$ cat config.mk
export PLATFORM = sky130hd
export DESIGN_NAME = data_stack_unit
export DESIGN_NICKNAME = d
export VERILOG_FILES = /design/src/rtl/stack_pkg.sv /design/src/rtl/stack_spill_ram.sv /design/src/rtl/data_stack_unit.sv
export SDC_FILE = /design/constraint.sdc
export NUM_CORES = 1
export LEC_CHECK = 0
export ABC_AREA = 1
export CAP_MARGIN = 20
export CORE_MARGIN = 4
export CORE_UTILIZATION = 45
export CTS_CLUSTER_SIZE = 14
export DETAILED_ROUTE_END_ITERATION = 10
export DONT_BUFFER_PORTS = 1
export SETUP_SLACK_MARGIN = 0.5
export SLEW_MARGIN = 15
export SYNTH_ARGS = -nofsm -noshare
export SYNTH_HDL_FRONTEND = slang
export SYNTH_SLANG_ARGS = --single-unit
$ cat constraint.sdc
create_clock -name CLK -period 3.8 [get_ports CLK]
set_input_delay 0.38 -clock CLK [delete_from_list [all_inputs] [get_ports CLK]]
set_output_delay 0.38 -clock CLK [all_outputs]
set_load 0.03 [all_outputs]
$ cat src/rtl/stack_pkg.sv
// Shared definitions for the operand stack: default word width and the stack
// op encoding, also used by the decode stage.
package stack_pkg;

  localparam int DEF_WIDTH = 16;

  typedef logic [2:0] stack_op_t;

  localparam stack_op_t OP_NOP   = 3'd0;
  localparam stack_op_t OP_PUSH  = 3'd1;
  localparam stack_op_t OP_DROP  = 3'd2;
  localparam stack_op_t OP_DUP   = 3'd3;
  localparam stack_op_t OP_OVER  = 3'd4;
  localparam stack_op_t OP_SWAP  = 3'd5;
  localparam stack_op_t OP_REPL1 = 3'd6;
  localparam stack_op_t OP_REPL2 = 3'd7;

endpackage

$ cat src/rtl/stack_spill_ram.sv
// Backing store for stack entries below NOS: synchronous write, combinational
// read, no reset (contents are meaningless until written).
module stack_spill_ram #(
  parameter int WIDTH   = 16,
  parameter int ENTRIES = 62,
  parameter int AW      = 6
) (
  input  logic             clk,
  input  logic             we,
  input  logic [AW-1:0]    waddr,
  input  logic [WIDTH-1:0] wdata,
  input  logic [AW-1:0]    raddr,
  output logic [WIDTH-1:0] rdata
);

  logic [WIDTH-1:0] mem [ENTRIES];

  always_ff @(posedge clk) begin
    if (we) mem[waddr] <= wdata;
  end

  assign rdata = mem[raddr];

endmodule

$ cat src/rtl/data_stack_unit.sv
// Operand stack with TOS/NOS in registers and deeper entries spilled to an array.
// Optional STACK_HIGHWATER_EN adds a high_water output tracking the peak depth.
module data_stack_unit
  import stack_pkg::*;
#(
  parameter int WIDTH = DEF_WIDTH,
  parameter int DEPTH = 64,
  parameter int CNT_W = $clog2(DEPTH + 1)
) (
  input  logic             CLK,
  input  logic             reset,
  input  stack_op_t        op,
  input  logic [WIDTH-1:0] din,
  output logic [WIDTH-1:0] top_of_stack,
  output logic [WIDTH-1:0] second_of_stack,
  output logic [CNT_W-1:0] depth,
  output logic             overflow,
`ifdef STACK_HIGHWATER_EN
  output logic             underflow,
  output logic [CNT_W-1:0] high_water
`else
  output logic             underflow
`endif
);

  localparam int ENTRIES = DEPTH - 2;
  localparam int AW      = (ENTRIES > 1) ? $clog2(ENTRIES) : 1;

  logic             is_full, has_spill, grow, we;
  logic [AW-1:0]    waddr, raddr;
  logic [WIDTH-1:0] rdata, push_val, pop_val;
  logic [WIDTH-1:0] tos_n, nos_n;
  logic [CNT_W-1:0] depth_n;
  logic             ovf_n, unf_n;

  assign is_full   = (depth == CNT_W'(DEPTH));
  assign has_spill = (depth > CNT_W'(2));
  assign grow      = (op == OP_PUSH) || (op == OP_DUP) || (op == OP_OVER);
  // Spill pointer is depth-2; the entry just under NOS lives at sp-1.
  assign waddr     = AW'(depth - CNT_W'(2));
  assign raddr     = AW'(depth - CNT_W'(3));
  assign we        = grow && !is_full && (depth >= CNT_W'(2));
  assign pop_val   = has_spill ? rdata : '0;

  always_comb begin
    push_val = din;
    if (op == OP_DUP)  push_val = top_of_stack;
    if (op == OP_OVER) push_val = second_of_stack;
  end

  stack_spill_ram #(.WIDTH(WIDTH), .ENTRIES(ENTRIES), .AW(AW)) u_spill (
    .clk   (CLK),
    .we    (we),
    .waddr (waddr),
    .wdata (second_of_stack),
    .raddr (raddr),
    .rdata (rdata)
  );

  always_comb begin
    tos_n   = top_of_stack;
    nos_n   = second_of_stack;
    depth_n = depth;
    ovf_n   = overflow;
    unf_n   = underflow;
    case (op)
      OP_PUSH, OP_DUP, OP_OVER: begin
        if (is_full) ovf_n = 1'b1;
        else begin
          tos_n   = push_val;
          nos_n   = top_of_stack;
          depth_n = depth + CNT_W'(1);
        end
      end
      OP_DROP: begin
        if (depth == '0) unf_n = 1'b1;
        else begin
          tos_n   = second_of_stack;
          nos_n   = pop_val;
          depth_n = depth - CNT_W'(1);
        end
      end
      OP_SWAP: begin
        tos_n = second_of_stack;
        nos_n = top_of_stack;
      end
      OP_REPL1: begin
        tos_n = din;
        if (depth == '0) depth_n = CNT_W'(1);
      end
      OP_REPL2: begin
        if (depth < CNT_W'(2)) unf_n = 1'b1;
        else begin
          tos_n   = din;
          nos_n   = pop_val;
          depth_n = depth - CNT_W'(1);
        end
      end
      default: ;
    endcase
  end

  always_ff @(posedge CLK) begin
    if (reset) begin
      top_of_stack    <= '0;
      second_of_stack <= '0;
      depth           <= '0;
      overflow        <= 1'b0;
      underflow       <= 1'b0;
    end else begin
      top_of_stack    <= tos_n;
      second_of_stack <= nos_n;
      depth           <= depth_n;
      overflow        <= ovf_n;
      underflow       <= unf_n;
    end
  end

`ifdef STACK_HIGHWATER_EN
  always_ff @(posedge CLK) begin
    if (reset)                  high_water <= '0;
    else if (depth_n > high_water) high_water <= depth_n;
  end
`endif

endmodule

Word level (Yosys, flattened, before mapping)
Memory sizes are Yosys's and may differ from the RTL's.
Index checks and enable logic that the tools add are counted.
{ "word_totals": {"reg_bits": 41, "latch_bits": 0, "ram_bits": 992, "mem_bits_ro": 0, "inputBits": 21, "out_inout_bits": 41, "wordCells": 65, "mem_count": 1} }
{ "op_classes": {"add_sub_neg": 4, "mul": 0, "n_div": 0, "order_cmp": 3, "eq_ne": 15, "shift": 0, "n_mux": 21, "bitwise_logic": 0, "reduce_logical": 16} }
{ "mem_list": {"columns": ["name", "words", "width", "rd", "rd_clocked_by_memory_dff", "wr", "line", "rtl"], "rows": [
  ["u_spill.mem", 62, 16, 1, 0, 1, "stack_spill_ram.sv:16", "logic [WIDTH-1:0] mem [ENTRIES];"]
]} }
{ "ops": {"columns": ["cell", "count"], "rows": [
  ["$mux W16", 9],
  ["$pmux W16 S5", 1],
  ["$pmux W16 S4", 1],
  ["$mux W7", 4],
  ["$pmux W7 S4", 1],
  ["$eq A3 B3 Y1 const B", 4],
  ["$ne A2 B2 Y1 const B", 6],
  ["$sub A6 B2 Y6 const B", 2],
  ["$reduce_and A5 Y1", 2],
  ["$reduce_bool A4 Y1", 2],
  ["$add A7 B1 Y7 const B", 1],
  ["$eq A7 B7 Y1 const B", 1],
  ["$ge A7 B2 Y1 const B", 1],
  ["$gt A7 B2 Y1 const B", 1],
  ["$logic_not A7 Y1", 1],
  ["$lt A7 B2 Y1 const B", 1],
  ["$sub A7 B1 Y7 const B", 1],
  ["$eq A3 B2 Y1 const B", 2],
  ["$reduce_bool A5 Y1", 1],
  ["$mux W1", 4],
  ["$reduce_and A4 Y1", 1],
  ["$eq A3 B1 Y1 const B", 1],
  ["$ne A3 B3 Y1 const B", 1],
  ["$reduce_and A3 Y1", 1],
  ["7 further kinds", 9]
]} }

Depth between registers and ports, before layout
Gate-level depths: netlist of the first run.
{ "logic_depth": {"depth_word": 7, "mapped_depth": 19, "mapped_depth_nobuf": 15} }

Modules after synthesis
A second synthesis of the first run with hierarchy kept.
{ "hier_totals": {"hier_cells": 3843, "area_unflattened_um2": 43087.6} }
{ "by_module_without_submodules": {"columns": ["mod", "n_inst", "cells_per_inst", "area_each_um2", "seq_area_each_um2"], "rows": [
  ["stack_spill_ram", 1, 3402, 40336.2, 29788.6],
  ["data_stack_unit", 1, 441, 2751.4, 820.8]
]} }

Worst setup path before layout of the first run
No wires, ideal clock.
{ "synth_path": {"path_type": "register -> register", "start": "reg depth[0]", "end": "mem u_spill.mem[11][0] (enable)", "setup_ns": 0.388, "arrival_ns": 2.751, "t_required_ns": 3.412, "setup_slack_ns": 0.661, "path_stages_with_launch": 12, "path_buffers": 4, "synth_period_minus_slack_ns": 3.139, "cell_sequence": "dfxtp_1 > buf_2 > inv_2 > buf_6 > buf_6 > buf_4 > ha_1 > nand4_1 > nand4_1 > nor2_1 > nand2_1 > nor2_1"} }
{ "synth_between": {"elab_chain_cells": 6, "elab_cells_between_ends": 8, "classes_between": "add/sub: 1; order compare: 1; eq/ne: 1; mux: 2; reduce/logical: 3"} }
{ "synth_lines": {"columns": ["element", "line", "rtl"], "rows": [
  ["start, declared", "data_stack_unit.sv:16", "output logic [CNT_W-1:0] depth,"],
  ["start signal, assigned", "data_stack_unit.sv:113", "depth <= depth_n;"],
  ["parallel branches: the longest is 6 deep, another holds $ge A7 B2 Y1", null, null],
  ["end, declared", "stack_spill_ram.sv:16", null]
]} }
Several ways; the timed one is not identified.

Worst setup path after layout of the first run
{ "layout_path": {"start": "reg depth[1]", "end": "reg second_of_stack[11]"} }
{ "layout_between": {"elab_chain_cells": 5, "elab_cells_between_ends": 14, "classes_between": "add/sub: 1; order compare: 2; eq/ne: 4; mux: 4; reduce/logical: 2; memory: 1"} }
{ "layout_lines": {"columns": ["element", "line", "rtl"], "rows": [
  ["$sub A6 B2 Y6", "data_stack_unit.sv:41", "assign raddr = AW'(depth - CNT_W'(3));"],
  ["$mem_v2 Z62 W16", null, null],
  ["$mux W16", "data_stack_unit.sv:43", "assign pop_val = has_spill ? rdata : '0;"],
  ["$mux W16, on equally long branches", "data_stack_unit.sv:92, data_stack_unit.sv:76", null],
  ["$pmux W16 S4", "data_stack_unit.sv:66", "case (op)"],
  ["end signal, assigned", "data_stack_unit.sv:112", "second_of_stack <= nos_n;"],
  ["end, declared", "data_stack_unit.sv:15", "output logic [WIDTH-1:0] second_of_stack,"]
]} }
Several ways; a longest one is shown, not always the timed one. The select of a mux whose other input is x is not followed.
A chain may end at the register's enable or synchronous reset.

==> flow_summary.ini, run 1 <==
[pwr]
ir_drop_mv = 0.5763
swShare = 0.3477
seqPwrFrac = 0.421
power_density_nw_per_um2 = 690.8
report.power.total_mw = 33.04
pwr-share-clk = 0.312
intPower_mw = 21.55
p_leak_nw = 17.15
combPwrFrac = 0.267
p_switching_mw = 11.49

[drt]
drc = 0
drt_wl_total_um = 118700
drt_iter0_markers = 3310
vias = 28020
wl_per_cell_um = 23.70
final_antenna_net_count = 0
avgViaCountPerCell = 5.592
drtPass1Iterations = 5

[layout]
design_area_sq_um = 47830
nets = 3700
layout-drive-gt1-share = 0.09159
multiInputGateArea_sq_um = 10390
register_area_sq_um = 30640
synthToLayoutAreaGrowth_pct = 12.59
fillers = 8053
post-route-util = 0.5117
fin_cells = 5011

[grt]
grt_use_total = 0.2367
grt_pass1_wl_um = 175500
grt_antenna_before_repair = 0
grt_overflow = 0
grt_pass1_vias = 26270
grt_max_degree = 184

[worst_hold_path]
hp-class = in -> reg
min-delay-start = op[1]

[critical_path]
crit_start = depth[1]
crit_type = reg -> reg
worstPathMaxFanout = 65
cp.arrival_ps = 3630
required_ps = 4400
end_kind = register
rr_startpoint = depth[1]
crit_path_start_kind = register

[logic_synthesis]
synth_cell_types = 35
syn-num-nets = 3669
synth_top_area_cell = edfxtp_1
synth_common_cells = 1,092 x nand2_1, 992 x edfxtp_1, 954 x nand3_1
yosysMostFrequentCell = nand2_1
netlist.area_leader.share = 0.7012
yosysSeqAreaShare = 0.7206
synth_cells = 3638
syn_area_sq_um = 42480
synthArstFlopShare = 0
synth_seq_cells = 1033
synth-edff-count = 992
netlist_top_cells_area = edfxtp_1 70%, nand3_1 11%, nand2_1 9.6%
ys.warnings.count = 0
synth_ff_type = edfxtp_1
avgSynthCellArea_sq_um = 11.68

[placed_design]
dpl_worst_slack_ps = 825.5
placed_cells = 4797
gp_congestion = 0.8828
place_area_sq_um = 44190
dpl.hpwl_um = 67190
port_buffers = 0

[floorplan]
core_area_sq_um = 93470
dieHeight_um = 315.2
die_w_um = 315.2
std_cell_rows = 112
dieArea_sq_um = 99380
start_util = 0.4545
ioPinCount = 62

[sta]
period_needed_ps = 3029
max_slew_margin = 0.2352
fmax_mhz = 330.1
fin_skew_ps = 25.18
fin_tns_setup_ps = 0
setup_ws_ps = 770.6
slew_viol_final = 0
rsz0062_at_grt = no
whs_ps = 70.89
finalSetupViolCount = 0
hold_viol = 0
worst_pin_slew_ps = 1146
fin_crit_sh = 0.7972

[clock_tree]
worstSkewPairLatency_ps = 680
root_buffer = clkbuf_16
htree_levels = 3
cts_resized = 0
path_clk_slew_ps = 60
cts_made_buffers = 105
cts_buffer_depth = 3
clock_sinks = 1033
cts_tree = yes

[flow_run]
cap_violations = 0

[run_status]
run_status = finished clean
cell families after synthesis:
group,share of synthesized area
XOR/XNOR,0.002003
buffers and inverters,0.03646
flip-flops,0.7206
AO/OA/AOI/OAI,0.01352
adder cells (fa/ha/maj),0.003122
AND/OR/NAND/NOR,0.2243
sequential cells by signal, indices dropped and copies added, names as in the netlist:
register	flops
second_of_stack	16
depth	7
u_spill.mem	992
overflow	1
underflow	1
top_of_stack	16
final cells by class:
| type | count | area share |
|---|---|---|
| antenna | 1 | 0.00005232 |
| clock buffer | 129 | 0.05857 |
| clock inverter | 65 | 0.01305 |
| inverter | 71 | 0.005991 |
| multi-input combinational | 2306 | 0.2172 |
| sequential | 1033 | 0.6405 |
| tap | 1254 | 0.03280 |
| timing repair buffer | 152 | 0.03181 |
power by group through the flow:
| stage | clock [mW] | combinational, mW | sequential, mW |
|---|---|---|---|
| finish | 10.3 | 8.82 | 13.9 |
| detailed placement | 0 | 8.69 | 14.2 |
| floorplan | 0 | 5.09 | 14.2 |
| global route | 10.9 | 9.48 | 13.9 |
| CTS | 10.4 | 8.72 | 13.9 |
| global placement | 0 | 8.65 | 14.2 |
per-layer routing:
layer / track usage / wire (um) / vias up
met5: 0 / 0 / -
met3: 0.03674 / 9931 / 199
met2: 0.3733 / 55490 / 1221
met1: 0.3383 / 49610 / 13690
met4: 0.07858 / 3709 / 0
li1: - / - / 12920
worst max-delay path: stages, from the launching register on:
cell	delay [ps]
dfxtp_1	330
buf_4	230
ha_1	360
xnor2_2	170
buf_12	340
buf_12	340
nand3_1	130
nand3_1	170
nand3_1	150
nand3_1	380
nand3_1	110
a21oi_1	130
cell usage in the layout (no fill, tap or decap), types with 3 or more instances in the layout:
cell type,n
bufinv_16,11
nand2_2,4
xor2_1,4
o21ai_1,28
nor2_2,8
dfxtp_2,15
a21oi_1,43
dlygate4sd3_1,17
buf_4,108
clkbuf_16,108
ha_1,8
nand4_1,3
clkinv_1,26
buf_12,27
nor2_4,3
nor2_1,111
a211oi_1,16
nand2_1,1091
edfxtp_1,992
clkinvlp_4,3
inv_1,60
nand3_1,954
o21ai_0,13
clkinv_8,3
dfxtp_1,24
clkinv_2,21
inv_2,7
clkbuf_1,19
worst paths after layout:
check | end | slack [ps] | depth (start not counted)
setup / recovery | second_of_stack[11] | 770 | 11
setup reg to reg | second_of_stack[11] | 770 | 11
hold reg to reg | overflow | 650 | 2
hold / removal | underflow | 70 | 4
what timing repair did:
action                                 in CTS  in global routing
endpoints found under the hold margin      20                  0
hold buffers                               17                  0
setup buffers                               0                  0
Power figures use the tool's default switching activity.
==> run 2, diff against run 1 <==
--- a/config.mk
+++ b/config.mk
@@ -5,7 +5,7 @@
 export SDC_FILE = /design/constraint.sdc
 export NUM_CORES = 1
 export LEC_CHECK = 0
-export ABC_AREA = 1
+export ABC_AREA = 0
 export CAP_MARGIN = 20
 export CORE_MARGIN = 4
 export CORE_UTILIZATION = 45
==> constraint.sdc (replaced) <==
create_clock -name CLK -period 3 [get_ports CLK]
set_input_delay 0.3 -clock CLK [delete_from_list [all_inputs] [get_ports CLK]]
set_output_delay 0.3 -clock CLK [all_outputs]
set_load 0.03 [all_outputs]
==> run 2 against run 1 <==
Net effect: count of clock-buffer cells in the layout is 3 lower; cell count down 27%; design area rose by 6.1%; highest routed layer is now met5.
==> flow_summary.ini, run 2 <==
[run_status]
run_status = finished clean

[logic_synthesis]
synth_cells = 2078
synth_cell_types = 65
syn_area_sq_um = 40940
synth_seq_cells = 1033
synth_ff_type = edfxtp_1
netlist_top_cells_area = edfxtp_1 73%, mux4_2 13%, dfxtp_1 2.0%
avgSynthCellArea_sq_um = 19.70
synth-edff-count = 992
netlist.area_leader.share = 0.7276
syn-num-nets = 2109
yosysMostFrequentCell = edfxtp_1
synth_common_cells = 992 x edfxtp_1, 243 x mux4_2, 143 x nand2_1
synthArstFlopShare = 0
synth_top_area_cell = edfxtp_1
yosysSeqAreaShare = 0.7476
ys.warnings.count = 0

[floorplan]
core_area_sq_um = 90150
std_cell_rows = 110
die_w_um = 309.6
dieHeight_um = 309.6
start_util = 0.4542
dieArea_sq_um = 95870
ioPinCount = 62

[grt]
grt_antenna_before_repair = 8
use_met2 = 0.3661
grt_pass1_vias = 22090
grt_max_degree = 67
grt_use_met3 = 0.05372
grt_use_total = 0.2413
grt_pass1_wl_um = 163800
grt_overflow = 0
grtUsageMet1 = 0.3515
busiest_layer = met2

[placed_design]
dpl.hpwl_um = 68220
port_buffers = 0
gp_congestion = 0.8595
placed_cells = 3332
dpl_worst_slack_ps = -221.9

[drt]
drt_iter0_markers = 2786
wl_per_cell_um = 31.66
drt_wl_total_um = 115400
avgViaCountPerCell = 6.100
drc = 0
final_antenna_net_count = 0
drtPass1Iterations = 5
vias = 22240

[critical_path]
end_kind = register
crit_start = depth[0]
path_cells = inv_4 -> ha_4 -> buf_12 -> buf_16 -> buf_16 -> mux4_2 -> nand2_1 -> nand3_1 -> a31oi_4 -> o32ai_2
crit_family = buffers and inverters
timing.rr.end = second_of_stack[0]
critical-path-slowest-cell = dfxtp_4
worstPathMaxFanout = 22
cp.arrival_ps = 3260
cp.depth = 10
required_ps = 3530
crit_type = reg -> reg
slowest_delay_ps = 430
cp_common_cell = buf_16
rr_startpoint = depth[0]
r2r_cells = 10
reg2reg_slack_ps = 270
crit_path_start_kind = register
cp.buffers_inverters = 4

[sta]
fmax_mhz = 365.9
worst_pin_slew_ps = 1056
period_needed_ps = 2733
setup_ws_ps = 266.8
fin_skew_ps = 36.83
rsz0062_at_grt = yes
max_slew_margin = 0.2962
whs_ps = 71.65
fin_crit_sh = 0.9111
slew_viol_final = 0
finalSetupViolCount = 0
hold_viol = 0
fin_tns_setup_ps = 0

[layout]
synthToLayoutAreaGrowth_pct = 23.95
fin_cells = 3645
largest_reg_flops = 992
fillers = 6594
reg_top3 = u_spill.mem (992), second_of_stack (16), top_of_stack (16)
largest-register = u_spill.mem
layout_common_cells = 992 x edfxtp_1, 243 x mux4_2, 165 x buf_4
post-route-util = 0.5629
mostFrequentLayoutCell = edfxtp_1
nets = 2411
layout-drive-gt1-share = 0.3768

[clock_tree]
cts_buffer_depth = 3
root_buffer = clkbuf_16
htree_levels = 3
clock_sinks = 1033
worstSkewPairLatency_ps = 680
cts_made_buffers = 105
cts_tree = yes
path_clk_slew_ps = 70

[pwr]
p_leak_nw = 16.27
power_density_nw_per_um2 = 904.2
ir_drop_mv = 0.4907

[flow_run]
cap_violations = 0

[worst_hold_path]
min-delay-start = op[0]
whs_endpoint = depth[2]
hp-class = in -> reg
hold_depth = 4
-- run 2: changes by cell type after synthesis, sizes merged, moves of 18 or more --
cell / change
a211oi: +38
a21oi: -24
buf: -122
inv: -65
mux2i: +46
mux4: +243
nand2: -955
nand3: -918
nor2b: +18
o21ai: -22
-- run 2: power breakdown --
part	switching (mW)	internal (mW)
Combinational	8.57	6.60
Sequential	0.965	17.1
Clock	5.43	7.19
Total	15.0	30.9
-- run 2: worst reg2reg max path, delay by kind of cell, from the launching register on --
kind                       cells  cell delay [ps]
muxes                          1              310
DFF                            1              430
AOI/OAI and AO/OA              2              510
buffers and inverters          4              620
and+or+nand+nor                2              400
adders and majority gates      1              310
-- run 2: what timing repair did --
item                                     CTS  global route
pin swaps                                 26            38
gates resized for setup                  147            77
hold buffers                              21             0
setup buffers                             49            26
endpoints found under the hold margin     41             0
endpoints found under the setup margin  1008           900
gates cloned                              15             6
-- run 2: worst max-delay path by stage --
stage | to | slack (ps)
floorplan | second_of_stack[0] | 290
global placement | second_of_stack[5] | -170
detailed placement | second_of_stack[5] | -220
CTS | second_of_stack[5] | 340
global route | second_of_stack[8] | 240
finish | second_of_stack[0] | 270
-- run 2: cells by family after synthesis --
logic type      Yosys count  share of synthesized area
compound gates          213                    0.03903
flops                  1033                     0.7476
fa+ha+maj                10                   0.003239
simple gates            381                    0.04101
mux                     305                     0.1494
xor+xnor                 11                   0.003362
buf+inv                 125                    0.01632
-- run 2: area by class of cell --
type / count / area, sq um / area share
flip-flops and latches: 1033 / 30650 / 0.6040
multi-input cells: 920 / 11320 / 0.2231
diodes: 1 / 2.502 / 0.00004931
inverters: 6 / 32.53 / 0.0006411
well taps: 1176 / 1471 / 0.02900
repair buffers: 314 / 3944 / 0.07772
clock buffers: 126 / 2770 / 0.05459
clock inverters: 69 / 555.5 / 0.01095
-- run 2: metrics by stage --
step	power (mW)	instance area, sq um
after floorplan	25.19	41900
after global placement	29.94	44630
after detailed placement	30.08	44630
after CTS	45.06	49990
after global routing	47.41	50740
final	45.88	50750
-- run 2: routing by layer --
metal  up-vias  part of all wire
met4         2             0.031
met2      1117              0.46
met5         -          0.000061
met1     11710              0.42
li1       9220                 -
met3       184             0.095
